`src/rtl/output_arbiter.sv`:
```
// Round-robin output arbiter: grants one requester at a time into a shared 8-bit output register.
// Build option OUTARB_FIXED_PRIO_EN switches selection to fixed priority (requester 0 highest).
module output_arbiter #(
    parameter int NREQ = 4,
    parameter int HOLD = 4
) (
    input  logic              clk,
    input  logic              reset,
    input  logic [NREQ-1:0]   req,
    input  logic [8*NREQ-1:0] data,
    output logic [NREQ-1:0]   ack,
    output logic              out_load,
    output logic [7:0]        out_data,
    output logic [2:0]        out_owner,
    output logic              busy
);

    typedef enum logic [1:0] {
        S_IDLE  = 2'd0,
        S_GRANT = 2'd1,
        S_HOLD  = 2'd2
    } state_t;

    localparam logic [7:0] HOLD_LOAD = 8'(HOLD - 1);
    localparam logic [2:0] OWNER_RST = 3'(NREQ - 1);

    state_t     state, state_nxt;
    logic [7:0] cnt, cnt_nxt;
    logic [7:0] out_data_nxt;
    logic [2:0] out_owner_nxt;
    logic [2:0] winner;
    logic [7:0] winner_data;

`ifdef OUTARB_FIXED_PRIO_EN
    // Lowest set index wins; the previous owner plays no part.
    function automatic logic [2:0] pick_winner(input logic [NREQ-1:0] r,
                                               input logic [2:0]      last);
        logic [2:0] win;
        win = last;
        for (int j = NREQ - 1; j >= 0; j--) begin
            if (r[j]) win = 3'(j);
        end
        return win;
    endfunction
`else
    // Search order is last+1, last+2, ... wrapping; walking offsets from the far end
    // lets the nearest set requester overwrite the others.
    function automatic logic [2:0] pick_winner(input logic [NREQ-1:0] r,
                                               input logic [2:0]      last);
        logic [2:0] win;
        win = last;
        for (int k = NREQ; k >= 1; k--) begin
            for (int j = 0; j < NREQ; j++) begin
                if (r[j] && (j == ((int'(last) + k) % NREQ))) win = 3'(j);
            end
        end
        return win;
    endfunction
`endif

    function automatic logic [7:0] select_data(input logic [8*NREQ-1:0] d,
                                               input logic [2:0]        idx);
        logic [7:0] sel;
        sel = 8'h00;
        for (int j = 0; j < NREQ; j++) begin
            if (idx == 3'(j)) sel = d[8*j +: 8];
        end
        return sel;
    endfunction

    assign winner      = pick_winner(req, out_owner);
    assign winner_data = select_data(data, winner);

    always_ff @(posedge clk or posedge reset) begin
        if (reset) begin
            state     <= S_IDLE;
            cnt       <= 8'h00;
            out_data  <= 8'h00;
            out_owner <= OWNER_RST;
        end else begin
            state     <= state_nxt;
            cnt       <= cnt_nxt;
            out_data  <= out_data_nxt;
            out_owner <= out_owner_nxt;
        end
    end

    always_comb begin
        state_nxt     = state;
        cnt_nxt       = cnt;
        out_data_nxt  = out_data;
        out_owner_nxt = out_owner;
        case (state)
            S_IDLE: begin
                // Data is captured only here, so later changes cannot corrupt the grant.
                if (|req) begin
                    state_nxt     = S_GRANT;
                    out_owner_nxt = winner;
                    out_data_nxt  = winner_data;
                end
            end
            S_GRANT: begin
                state_nxt = S_HOLD;
                cnt_nxt   = HOLD_LOAD;
            end
            S_HOLD: begin
                if (cnt == 8'h00) begin
                    state_nxt = S_IDLE;
                end else begin
                    cnt_nxt = cnt - 8'h01;
                end
            end
            default: begin
                state_nxt = S_IDLE;
                cnt_nxt   = 8'h00;
            end
        endcase
    end

    // Outputs decode straight from state, so an asynchronous reset kills any pulse at once.
    always_comb begin
        out_load = (state == S_GRANT);
        busy     = (state != S_IDLE);
        ack      = '0;
        for (int j = 0; j < NREQ; j++) begin
            ack[j] = out_load && (out_owner == 3'(j));
        end
    end

endmodule

```
`config.mk`:
```
export PLATFORM = sky130hd
export DESIGN_NAME = output_arbiter
export DESIGN_NICKNAME = d
export VERILOG_FILES = /design/src/rtl/output_arbiter.sv
export SDC_FILE = /design/constraint.sdc
export NUM_CORES = 1
export LEC_CHECK = 0
export BUFFER_PORTS_ARGS = -buffer_cell sky130_fd_sc_hd__buf_2
export CORE_MARGIN = 10
export CORE_UTILIZATION = 52
export DETAILED_ROUTE_END_ITERATION = 8
export GPL_TIMING_DRIVEN = 0
export PLACE_DENSITY = 0.95
export SYNTH_ARGS = -nofsm -noshare
export SYNTH_HDL_FRONTEND = slang
export SYNTH_SLANG_ARGS = --single-unit
```
`constraint.sdc`:
```
create_clock -name clk -period 3.35 [get_ports clk]
set_input_delay 0.1675 -clock clk [delete_from_list [all_inputs] [get_ports clk]]
set_output_delay 0.1675 -clock clk [all_outputs]
set_load 0.005 [all_outputs]
```
== Word level (Yosys, flattened, before mapping) ==
Cells that the tools add are included.
W data, S select, Z words.

* Flip-flop bits (word level): 21
* Input bits: 38
* Output and inout port bits: 17
* Word-level logic and storage cells: 99

* Add/sub/neg operators: 5
* Equal/unequal tests: 23
* Multiplexer cells: 25
* Bitwise logic cells: 5
* Reduce and logical (&&, ||, !) cells: 37

{| class="wikitable"
|+ Operators by type and width
! kind !! count
|-
| $logic_not A32 Y1 || 4
|-
| $mux W3 || 16
|-
| $mux W8 || 5
|-
| $eq A3 B3 Y1 const A || 8
|-
| $pmux W8 S3 || 1
|-
| $logic_and A1 B1 Y1 || 20
|-
| $eq A2 B3 Y1 const A || 4
|-
| $eq A3 B2 Y1 const B || 4
|-
| $logic_not A8 Y1 || 1
|-
| $reduce_or A2 Y1 || 4
|-
| $sub A8 B1 Y8 const B || 1
|-
| $eq A3 B1 Y1 const B || 2
|-
| $logic_not A3 Y1 || 2
|-
| $ne A2 B2 Y1 const B || 3
|-
| $pmux W2 S3 || 1
|-
| $reduce_and A2 Y1 || 3
|-
| $add A2 B1 Y2 const B || 2
|-
| $add A2 B2 Y2 const B || 2
|-
| $and A1 B1 Y1 const A || 4
|-
| $mux W2 || 2
|-
| $reduce_or A4 Y1 || 1
|-
| $eq A2 B1 Y1 const B || 1
|-
| $eq A2 B2 Y1 const B || 1
|-
| $logic_not A2 Y1 || 1
|-
| 2 further kinds || 2
|}

== Logic depth before layout (Yosys ltp) ==
Gate-level depths: netlist (run 1).

* Word-level depth: 26
* Mapped depth: 7
* Mapped depth without buffers: 7

== Worst setup path after synthesis (run 1) ==
Ideal clock, no wire load.

* Path kind: reg-to-reg
* Start point: register out_owner[1]
* End point: register out_data[3]
* Setup time: 0.124 ns
* Data arrival time: 1.646 ns
* Required time: 3.226 ns
* Setup slack: 1.580 ns
* Stages on the path, launching flop included: 8
* Path buffers: 2
* Clock period less this slack: 1.770 ns
* Path through: dfstp_2 > buf_4 > nand3b_1 > a31oi_4 > buf_6 > mux2i_1 > nor2_1 > a211o_1

* Cells in the longest elaborated chain, start to end: 26
* Elaborated cells on any way between the ends: 68
* Those cells by class: add/sub (4); eq/ne (15); mux (20); bitwise (4); reduce/logical (25)

{| class="wikitable"
|+ RTL lines
! element !! RTL line !! RTL
|-
| start: declaration || 14 || <nowiki>output logic [2:0] out_owner,</nowiki>
|-
| start signal: assignment || 84 || <nowiki>out_owner <= out_owner_nxt;</nowiki>
|-
| $add A2 B1 Y2 || 54 || <nowiki>if (r[j] && (j == ((int'(last) + k) % NREQ))) win = 3'(j);</nowiki>
|-
| $reduce_or A2 Y1 (no line) || - ||
|-
| $and A1 B1 Y1 (no line) || - ||
|-
| $logic_not A32 Y1 || 54 ||
|-
| $logic_and A1 B1 Y1 || 54 ||
|-
| $mux W3 (15 in series) || 54 ||
|-
| $mux W3 * || 54 ||
|-
| $logic_not A3 Y1 || 66 || <nowiki>if (idx == 3'(j)) sel = d[8*j +: 8];</nowiki>
|-
| $mux W8 (3 in series) || 66 ||
|-
| $mux W8 * || 66 ||
|-
| end signal: assignment || 83 || <nowiki>out_data <= out_data_nxt;</nowiki>
|-
| end: declaration || 13 || <nowiki>output logic [7:0] out_data,</nowiki>
|}

Mark *: on every way between the ends. The rest lies on a longest branch, timed or not.
A chain may end at the register's enable or synchronous reset.

== Worst setup path in the final report (run 1) ==
Ends and elaborated chain as after synthesis.

==> impl_metrics.yaml, run 1 <==
yosys:
  yosys_warnings: 0
  ys_seq_area_share_pct: 37.12
  ys.flop_type: "dfrtp_1"
  synth_edf_count: 0
  ys_ff_latch: 21
  syn_inst: 159
  synth_area_mm2: 0.001423
  synth_fp_nets: 202
  synthArstFlopShare_pct: 100.0
  syn_avg_cell_area_um2: 8.947
  synthDistinctLibCells: 38
timing:
  finalClockSkew_ns: 0.007372
  fin_setup_tns_ns: 0
  period_needed_ns: 2.016
  tightest_slew_ns: 0.7732
  fmax_mhz: 495.9
  rsz0062_at_grt: "false"
  finalCritPeriodShare_pct: 60.19
  worst_slack_ns: 1.334
  relSlewSlack_pct: 48.40
  maxSlewViolCount: 0
  hold_ws_ns: -0.01527
  hold_viol_final: 19
  setup_viol: 0
grt:
  grt_pass1_wl_um: 6396
  antenna_found_initial: 0
  grt-ovfl-total: 0
  grt_max_degree: 22
  grt_usage_pct: 14.79
  grt_pass1_vias: 1395
min_path:
  hp-class: "input port to async pin"
critical_path:
  crit_path_max_fanout: 10
  r2r-start: "out_owner[1]"
  startpoint_type: "flip-flop"
  cp.arrival_ns: 2.21
  slowest_stage: "o31ai_2"
  critical_path.top_delay_family: "compound AO/OA/AOI/OAI gates"
  r2r_slack_ns: 1.33
  required_ns: 3.54
  path_cells: "buf_4 > nor3b_1 > o31ai_2 > a21oi_1 > a211o_1"
  max_stage_delay_ns: 0.64
  r2r_cells: 5
  crit_buf_inv: 1
  path_class: "flip-flop to flip-flop"
  worst_setup_path_end_kind: "flip-flop"
  r2r-end: "out_data[3]"
floorplanning:
  die_w_um: 72.31
  boundaryPins: 55
  die_y_um: 72.31
  coreArea_mm2: 0.002545
  start_util_pct: 55.90
  rows: 18
  dieArea_mm2: 0.005228
clocking:
  cts_root_buf: "clkbuf_4"
  clock_latency_ns: 0.30
  htreeDepth: 1
  cts_resized: 0
  post-cts-setup-buffers: 0
  clock_tree.buffer_depth: 2
  clk_pin_slew_ns: 0.11
  hold_buffers: 0
  clock-sinks: 21
  cts_inserted_buffers: 3
  cts_tree: "done"
place:
  place_hpwl_um: 3056
  dp_slack_ns: 1.383
  io_buffers: 54
  post-place-cells: 243
  place.gp.congestion: 0.8734
routing:
  route.detailed.drc: 0
  antenna_left: 0
  viasPerCell: 5.680
  num_vias: 1403
  routed_wl_um: 3821
  dr.first_iter.drc_count: 79
  drt_first_pass_iters: 4
  wl_per_cell_um: 15.47
flow_run:
  maxCapViolCount: 0
cells_and_area:
  finalNetCount: 261
  layout_common_cells: "56 x buf_2, 19 x dfrtp_1, 17 x nor2_1"
  final_common_cell: "buf_2"
  syn_to_final_growth_pct: 23.48
  nFillCells: 220
  stdcell_count: 247
  antenna_cells: 0
  drive_above_1_share_pct: 32.72
outcome:
  run_status: "finished, violations left"
  failed_checks: "hold timing"
power_and_ir_drop:
  fin_total_pwr_mw: 1.579
  power.density_mw_per_mm2: 898.9
  ir_worst_vdd_mv: 0.5758
  leakagePower_nw: 0.9174
[cells in the mapped netlist, types with 5 or more instances]
cell type / count / area, µm²
nand3_1: 9 / 45.04
inv_1: 7 / 26.28
nand2_1: 15 / 56.30
a21oi_1: 14 / 70.07
nand2b_1: 9 / 56.30
o21ai_0: 11 / 55.05
dfrtp_1: 19 / 475.5
ha_1: 5 / 62.56
a211o_1: 8 / 70.07
mux2i_1: 9 / 90.09
nor2_1: 17 / 63.81
[layout make-up]
| cell class | count | area (µm²) | area share, % |
|---|---|---|---|
| buffer | 5 | 36.28 | 2.066 |
| clock buffer | 4 | 26.28 | 1.496 |
| inverter | 7 | 26.28 | 1.496 |
| multi-input combinational | 126 | 832.0 | 47.36 |
| sequential | 21 | 528.0 | 30.06 |
| tap | 30 | 37.54 | 2.137 |
| timing repair buffer | 54 | 270.3 | 15.38 |
[state kept, by name, indices dropped and copies added, names as in the netlist]
signal     count
cnt            8
out_data       8
out_owner      3
state          2
[how the worst max path moves through the flow]
stage / from / end / slack (ns) / cells after the start
after floorplan: out_owner[1] / out_data[3] / 1.58 / 7
after global placement: out_owner[1] / out_data[6] / 1.43 / 7
after detailed placement: out_owner[1] / out_data[3] / 1.38 / 7
after CTS: out_owner[1] / out_data[3] / 1.37 / 7
after global routing: out_owner[1] / out_data[3] / 1.20 / 5
final: out_owner[1] / out_data[3] / 1.33 / 5
[worst reg2reg max path, delay by kind of cell (launching register included)]
kind,cells,cell delay [ns]
compound gates,3,1.08
buf+inv,1,0.16
flops,1,0.58
simple gates,1,0.08
[metal layers]
metal	wire, µm	global-route usage, %
met1	1611	16.17
met3	394	5.850
met5	0	0
met4	53	5.806
met2	1761	24.98
[through the flow]
| step | utilization [%] | hold WS, ns | cell area, µm² |
|---|---|---|---|
| 4_1_cts | 69.03 | 0.008591 | 1757 |
| 3_3_place_gp | 67.99 | 0.3441 | 1730 |
| 2_1_floorplan | - | 0.1425 | 1423 |
| 3_5_place_dp | 67.99 | 0.3464 | 1730 |
| 5_1_grt | 69.03 | 0.02657 | 1757 |
| 6_report | 69.03 | -0.01527 | 1757 |
[logic make-up after synthesis]
logic type,Yosys count,synth area share [%]
simple gates,66,24.54
compound gates,44,21.81
flops,21,37.12
buf+inv,12,4.398
mux,10,7.124
fa+ha+maj,5,4.398
xor+xnor,1,0.6158
[power by group]
group	internal (mW)	total (mW)	leakage, nW	switching (mW)
clock network	0.0465	0.121	0.0150	0.0742
registers	0.376	0.470	0.267	0.0940
logic	0.451	0.988	0.635	0.537
total	0.874	1.58	0.917	0.705
Note: power is estimated with default switching activity, not from simulation.
==> run 2, diff against run 1 <==
--- a/config.mk
+++ b/config.mk
@@ -5,12 +5,13 @@
 export SDC_FILE = /design/constraint.sdc
 export NUM_CORES = 1
 export LEC_CHECK = 0
+export ABC_AREA = 1
 export BUFFER_PORTS_ARGS = -buffer_cell sky130_fd_sc_hd__buf_2
 export CORE_MARGIN = 10
-export CORE_UTILIZATION = 52
+export CORE_UTILIZATION = 45
 export DETAILED_ROUTE_END_ITERATION = 8
 export GPL_TIMING_DRIVEN = 0
-export PLACE_DENSITY = 0.95
+export PLACE_DENSITY = 0.87
 export SYNTH_ARGS = -nofsm -noshare
 export SYNTH_HDL_FRONTEND = slang
 export SYNTH_SLANG_ARGS = --single-unit
==> constraint.sdc (replaced) <==
create_clock -name clk -period 1.8 [get_ports clk]
set_input_delay 0.09 -clock clk [delete_from_list [all_inputs] [get_ports clk]]
set_output_delay 0.09 -clock clk [all_outputs]
set_load 0.005 [all_outputs]
==> run 2 against run 1 <==
Net effect:
- largest cell class unchanged
- count of clock-buffer cells in the layout stayed put
- synthesized cell count is 40% higher
- area after synthesis is 11% higher
- sequential share of layout area is 7.3 points lower
- flip-flop and latch count stayed put
- clock skew hardly changed
- the flow finishes with violations (setup timing)
- core utilization is 0.053 points lower
- routed wire length is 50% higher
==> impl_metrics.yaml, run 2 <==
outcome:
  run_status: "finished, violations left"
  failed_checks: "setup timing"
critical_path:
  startpoint_type: "flip-flop"
  slowest_stage: "dfstp_2"
  r2r-start: "out_owner[0]"
  path_cells: "buf_4 > nor2_4 > nand2_1 > nand3_1 > nand3_1 > nand3_2 > a21oi_4 > buf_6 > nand4_1 > nand3_2 > nor2_2 > nor2_1"
  path_class: "flip-flop to flip-flop"
  max_stage_delay_ns: 0.65
  required_ns: 2.03
  cp.arrival_ns: 2.35
  crit_path_max_fanout: 10
  cp-startpoint: "out_owner[0]"
  worst_setup_path_end_kind: "flip-flop"
yosys:
  ys_ff_latch: 21
  synth_fp_nets: 266
  ys.flop_type: "dfrtp_1"
  ys_top_cells_by_area: "dfrtp_1 30%, nand2_1 12%, nand3_1 7.9%, nor2_1 7.1%, nand3_2 7.0%"
  synthArstFlopShare_pct: 100.0
  yosysMostFrequentCell: "nand2_1"
  synth_top_area_share_pct: 30.02
  yosys_warnings: 0
  syn_inst: 223
  synth_edf_count: 0
  synthDistinctLibCells: 25
  ys_top_cells_by_count: "49 x nand2_1, 30 x nor2_1, 26 x inv_1, 25 x nand3_1, 19 x dfrtp_1"
  synth_area_mm2: 0.001584
  synth_top_area_cell: "dfrtp_1"
  syn_avg_cell_area_um2: 7.103
  ys_seq_area_share_pct: 33.33
cells_and_area:
  layout_common_cells: "54 x buf_2, 41 x nand2_1, 24 x inv_1"
  syn_to_final_growth_pct: 46.45
  design_area_mm2: 0.002320
  antenna_cells: 0
  drive_above_1_share_pct: 46.05
  reg.largest.list: "cnt (8), out_data (8), out_owner (3)"
  finalNetCount: 348
  final_common_cell: "buf_2"
routing:
  drt_first_pass_iters: 4
  wl_per_cell_um: 16.35
  antenna_left: 0
  wl_met3_um: 466
  dr_wl_met2_um: 2897
  viasPerCell: 5.506
  num_vias: 1927
  routed_wl_um: 5721
  route.detailed.drc: 0
  dr.first_iter.drc_count: 128
  wl_met1_um: 2104
  highest_layer: "met4"
grt:
  grt-ovfl-total: 0
  grt_max_degree: 22
  grt_usage_pct: 15.37
  antenna_found_initial: 0
  grt_pass1_vias: 1842
  grt_pass1_wl_um: 8114
timing:
  finalCritPeriodShare_pct: 117.3
  worst_slack_ns: -0.3121
  relSlewSlack_pct: 48.93
  tightest_slew_ns: 0.7653
  setup_viol: 8
  finalClockSkew_ns: 0.006936
  period_needed_ns: 2.112
  fmax_mhz: 473.5
  hold_viol_final: 0
  rsz0062_at_grt: "true"
  hold_ws_ns: 0.09841
  maxSlewViolCount: 0
min_path:
  hp-class: "input port to flip-flop"
  hold_path_startpoint: "data[27]"
floorplanning:
  coreArea_mm2: 0.003363
  die_y_um: 79.33
  start_util_pct: 47.10
  rows: 21
  boundaryPins: 55
  dieArea_mm2: 0.006293
  die_w_um: 79.33
clocking:
  cts_root_buf: "clkbuf_4"
  cts_tree: "done"
  clock-sinks: 21
  clk_pin_slew_ns: 0.11
  clock_tree.buffer_depth: 2
  htreeDepth: 1
  clock_latency_ns: 0.30
  cts_inserted_buffers: 3
power_and_ir_drop:
  ir_worst_vdd_mv: 0.8705
  power.density_mw_per_mm2: 2266
  leakagePower_nw: 1.205
place:
  io_buffers: 54
  place_hpwl_um: 3516
  place_area_mm2: 0.001923
  place.gp.congestion: 0.8160
flow_run:
  maxCapViolCount: 0
[run 2: cell count changes after synthesis, sizes merged, moves of 3 or more]
cell    delta
mux2i      -9
nand3     +27
o22ai      +3
nor2      +15
inv       +21
a21oi      -7
a211o      -8
nand2b     -9
nand2     +38
nand4     +10
[run 2: cells by family (layout without fill, tap and decap cells)]
group	after synthesis	after routing	share of synthesized area (%)
adder cells (fa/ha/maj)	5	5	3.949
AND/OR/NAND/NOR	138	138	42.97
flip-flops	21	21	33.33
buffers and inverters	35	116	11.14
AO/OA/AOI/OAI	23	23	8.057
XOR/XNOR	1	1	0.5530
[run 2: final timing paths]
check | to | cells after the start | slack [ns]
setup / recovery | out_data[4] | 12 | -0.31
hold / removal | out_data[3] | 5 | 0.1
setup reg to reg | out_data[4] | 12 | -0.31
hold reg to reg | out_data[1] | 2 | 0.49
max in group asynchronous | out_data[4] | 3 | 0.86
min in group asynchronous | cnt[0] | 3 | 0.46
[run 2: cell type report]
cell class | count | area, µm²
flip-flops and latches | 21 | 528.0
multi-input cells | 167 | 1046
fillers | 270 | 1044
repair buffers | 77 | 473.0
clock buffers | 4 | 26.28
inverters | 29 | 121.4
well taps | 46 | 57.56
plain buffers | 6 | 67.56
[run 2: worst max-delay path: cells and delay by family, from the launching register on]
kind	cells	cell delay, ns
simple gates	9	0.79
flops	1	0.65
buf+inv	2	0.35
compound gates	1	0.24
[run 2: per-stage QoR]
stage,cells,TNS (ns),setup slack [ns],utilization [%],total power [mW]
floorplan,223,-0.3012,-0.05801,-,2.973
global placement,323,-1.792,-0.2231,57.18,3.558
detailed placement,323,-2.155,-0.2571,57.18,3.646
CTS,342,-1.360,-0.1843,63.65,4.560
global route,350,-3.321,-0.4154,68.97,5.657
finish,350,-2.234,-0.3121,68.97,5.255
[run 2: per-layer routing]
layer  GRT usage [%]  vias to the layer above
li1                -                      909
met1           15.70                      893
met2           28.55                       95
met3           4.505                       30
met4           6.093                        0
met5               0                        -
[run 2: power breakdown]
part	internal, mW	switching (mW)
sequential	0.696	0.150
combinational	1.81	2.38
clock	0.0864	0.137
total	2.59	2.67
[run 2: repair_timing]
item | 4_1_cts | 5_1_grt
buffers inserted | 12 | 8
cloned | 2 | 0
setup endpoints to repair | 11 | 14
resized for setup | 15 | 34
hold buffers | 1 | 0
endpoints found under the hold margin | 19 | 0
pin swaps | 10 | 22
==> run 3, diff against run 2 <==
==> constraint.sdc (replaced) <==
create_clock -name clk -period 1.8 [get_ports clk]
set_input_delay 0.36 -clock clk [delete_from_list [all_inputs] [get_ports clk]]
set_output_delay 0.36 -clock clk [all_outputs]
set_load 0.005 [all_outputs]
==> run 3 against run 2 <==
Net effect:
- the flow still finishes with violations (setup timing)
- register-to-register slack about the same
- non-clock buffer count down 1
- cell area up 0.54%
- global-route usage up 0.093 points
- clock skew up 0.0029 ns
- largest power group unchanged
==> impl_metrics.yaml, run 3 (synthesis results as in run 2) <==
outcome:
  run_status: "finished, violations left"
  failed_checks: "setup timing"
routing:
  routed_wl_um: 5798
  drt_first_pass_iters: 5
  num_vias: 1921
  wl_per_cell_um: 16.61
  route.detailed.drc: 0
  viasPerCell: 5.504
  dr.first_iter.drc_count: 138
  antenna_left: 0
timing:
  setup_viol: 10
  relSlewSlack_pct: 48.78
  worst_slack_ns: -0.3178
  maxSlewViolCount: 0
  rsz0062_at_grt: "true"
  hold_viol_final: 0
  fin_setup_tns_ns: -2.389
  period_needed_ns: 2.118
  finalClockSkew_ns: 0.009821
  finalCritPeriodShare_pct: 117.7
  tightest_slew_ns: 0.7674
  fmax_mhz: 472.2
critical_path:
  path_class: "flip-flop to flip-flop"
  r2r-start: "out_owner[0]"
  required_ns: 2.04
  r2r_slack_ns: -0.32
  path_cells: "buf_4 > nor2_4 > nand2_1 > nand3_1 > nand3_1 > nand3_2 > a21oi_4 > buf_6 > nand4_1 > nand3_2 > nor2_2 > nor2_1"
  cp.arrival_ns: 2.35
  worst_setup_path_end_kind: "flip-flop"
  r2r-end: "out_data[4]"
  slowest_stage: "dfstp_2"
  r2r_cells: 12
  startpoint_type: "flip-flop"
  crit_buf_inv: 2
  crit_path_max_fanout: 10
  max_stage_delay_ns: 0.66
  critical_path.top_delay_family: "simple AND/OR/NAND/NOR gates"
cells_and_area:
  design_area_mm2: 0.002332
  reg.largest.list: "cnt (8), out_data (8), out_owner (3)"
  drive_above_1_share_pct: 47.85
  final_common_cell: "buf_2"
  finalNetCount: 347
  syn_to_final_growth_pct: 47.24
  antenna_cells: 0
  layout_common_cells: "54 x buf_2, 40 x nand2_1, 24 x inv_1"
grt:
  grt_pass1_vias: 1842
  grt_max_degree: 22
  grt_pass1_wl_um: 8155
  grt-ovfl-total: 0
  antenna_found_initial: 0
  grt_usage_pct: 15.46
power_and_ir_drop:
  fin_total_pwr_mw: 5.299
  power.density_mw_per_mm2: 2272
  leakagePower_nw: 1.202
  ir_worst_vdd_mv: 0.8702
clocking:
  htreeDepth: 1
  clock_tree.buffer_depth: 2
  cts_root_buf: "clkbuf_4"
  clock-sinks: 21
  clk_pin_slew_ns: 0.12
  clock_latency_ns: 0.31
  cts_tree: "done"
  cts_inserted_buffers: 3
place:
  io_buffers: 54
  place_hpwl_um: 3516
  place_area_mm2: 0.001923
  place.gp.congestion: 0.8160
floorplanning:
  rows: 21
  start_util_pct: 47.10
  die_y_um: 79.33
  dieArea_mm2: 0.006293
  die_w_um: 79.33
  coreArea_mm2: 0.003363
  boundaryPins: 55
min_path:
  hp-class: "input port to async pin"
flow_run:
  maxCapViolCount: 0
-- run 3: worst max-delay path by stage --
| stage | start | to | slack [ns] | depth (start not counted) |
|---|---|---|---|---|
| after floorplan | out_owner[1] | out_data[0] | -0.06 | 19 |
| final | out_owner[0] | out_data[4] | -0.32 | 12 |
| after global routing | out_owner[0] | out_data[2] | -0.43 | 15 |
| after detailed placement | req[1] | out_data[6] | -0.28 | 10 |
| after CTS | out_owner[1] | out_data[6] | -0.18 | 19 |
| after global placement | req[1] | out_data[6] | -0.26 | 10 |
-- run 3: cell type report --
type                    count  area [µm²]
plain buffers               6       67.56
flip-flops and latches     21       528.0
well taps                  46       57.56
inverters                  29       121.4
repair buffers             76       462.9
clock buffers               4       26.28
multi-input cells         167        1069
fillers                   269        1031
-- run 3: metrics by stage --
stage / hold slack, ns / setup WS, ns / std cells / util (%)
2_1_floorplan: 0.3350 / -0.05801 / 223 / -
3_3_place_gp: 0.4638 / -0.2612 / 323 / 57.18
3_5_place_dp: 0.4696 / -0.2818 / 323 / 57.18
4_1_cts: 0.2010 / -0.1843 / 341 / 63.50
5_1_grt: 0.2328 / -0.4265 / 349 / 69.35
6_report: 0.1691 / -0.3178 / 349 / 69.35
-- run 3: routing by layer --
metal / vias up / wire length (µm) / global-route usage, %
li1: 903 / - / -
met1: 885 / 2220 / 15.89
met2: 99 / 2875 / 28.87
met3: 34 / 405 / 4.505
met4: 0 / 297 / 5.556
met5: - / 0 / 0
-- run 3: power breakdown --
| part | switching, mW | total (mW) | internal (mW) |
|---|---|---|---|
| Combinational | 2.41 | 4.22 | 1.82 |
| Sequential | 0.154 | 0.850 | 0.696 |
| Clock | 0.140 | 0.226 | 0.0865 |
-- run 3: timing repair --
action,in CTS,in global routing
gates cloned,2,0
buffers inserted,12,8
pin swaps,10,23
setup endpoints to repair,11,18
hold buffers,0,0
resized for setup,16,39
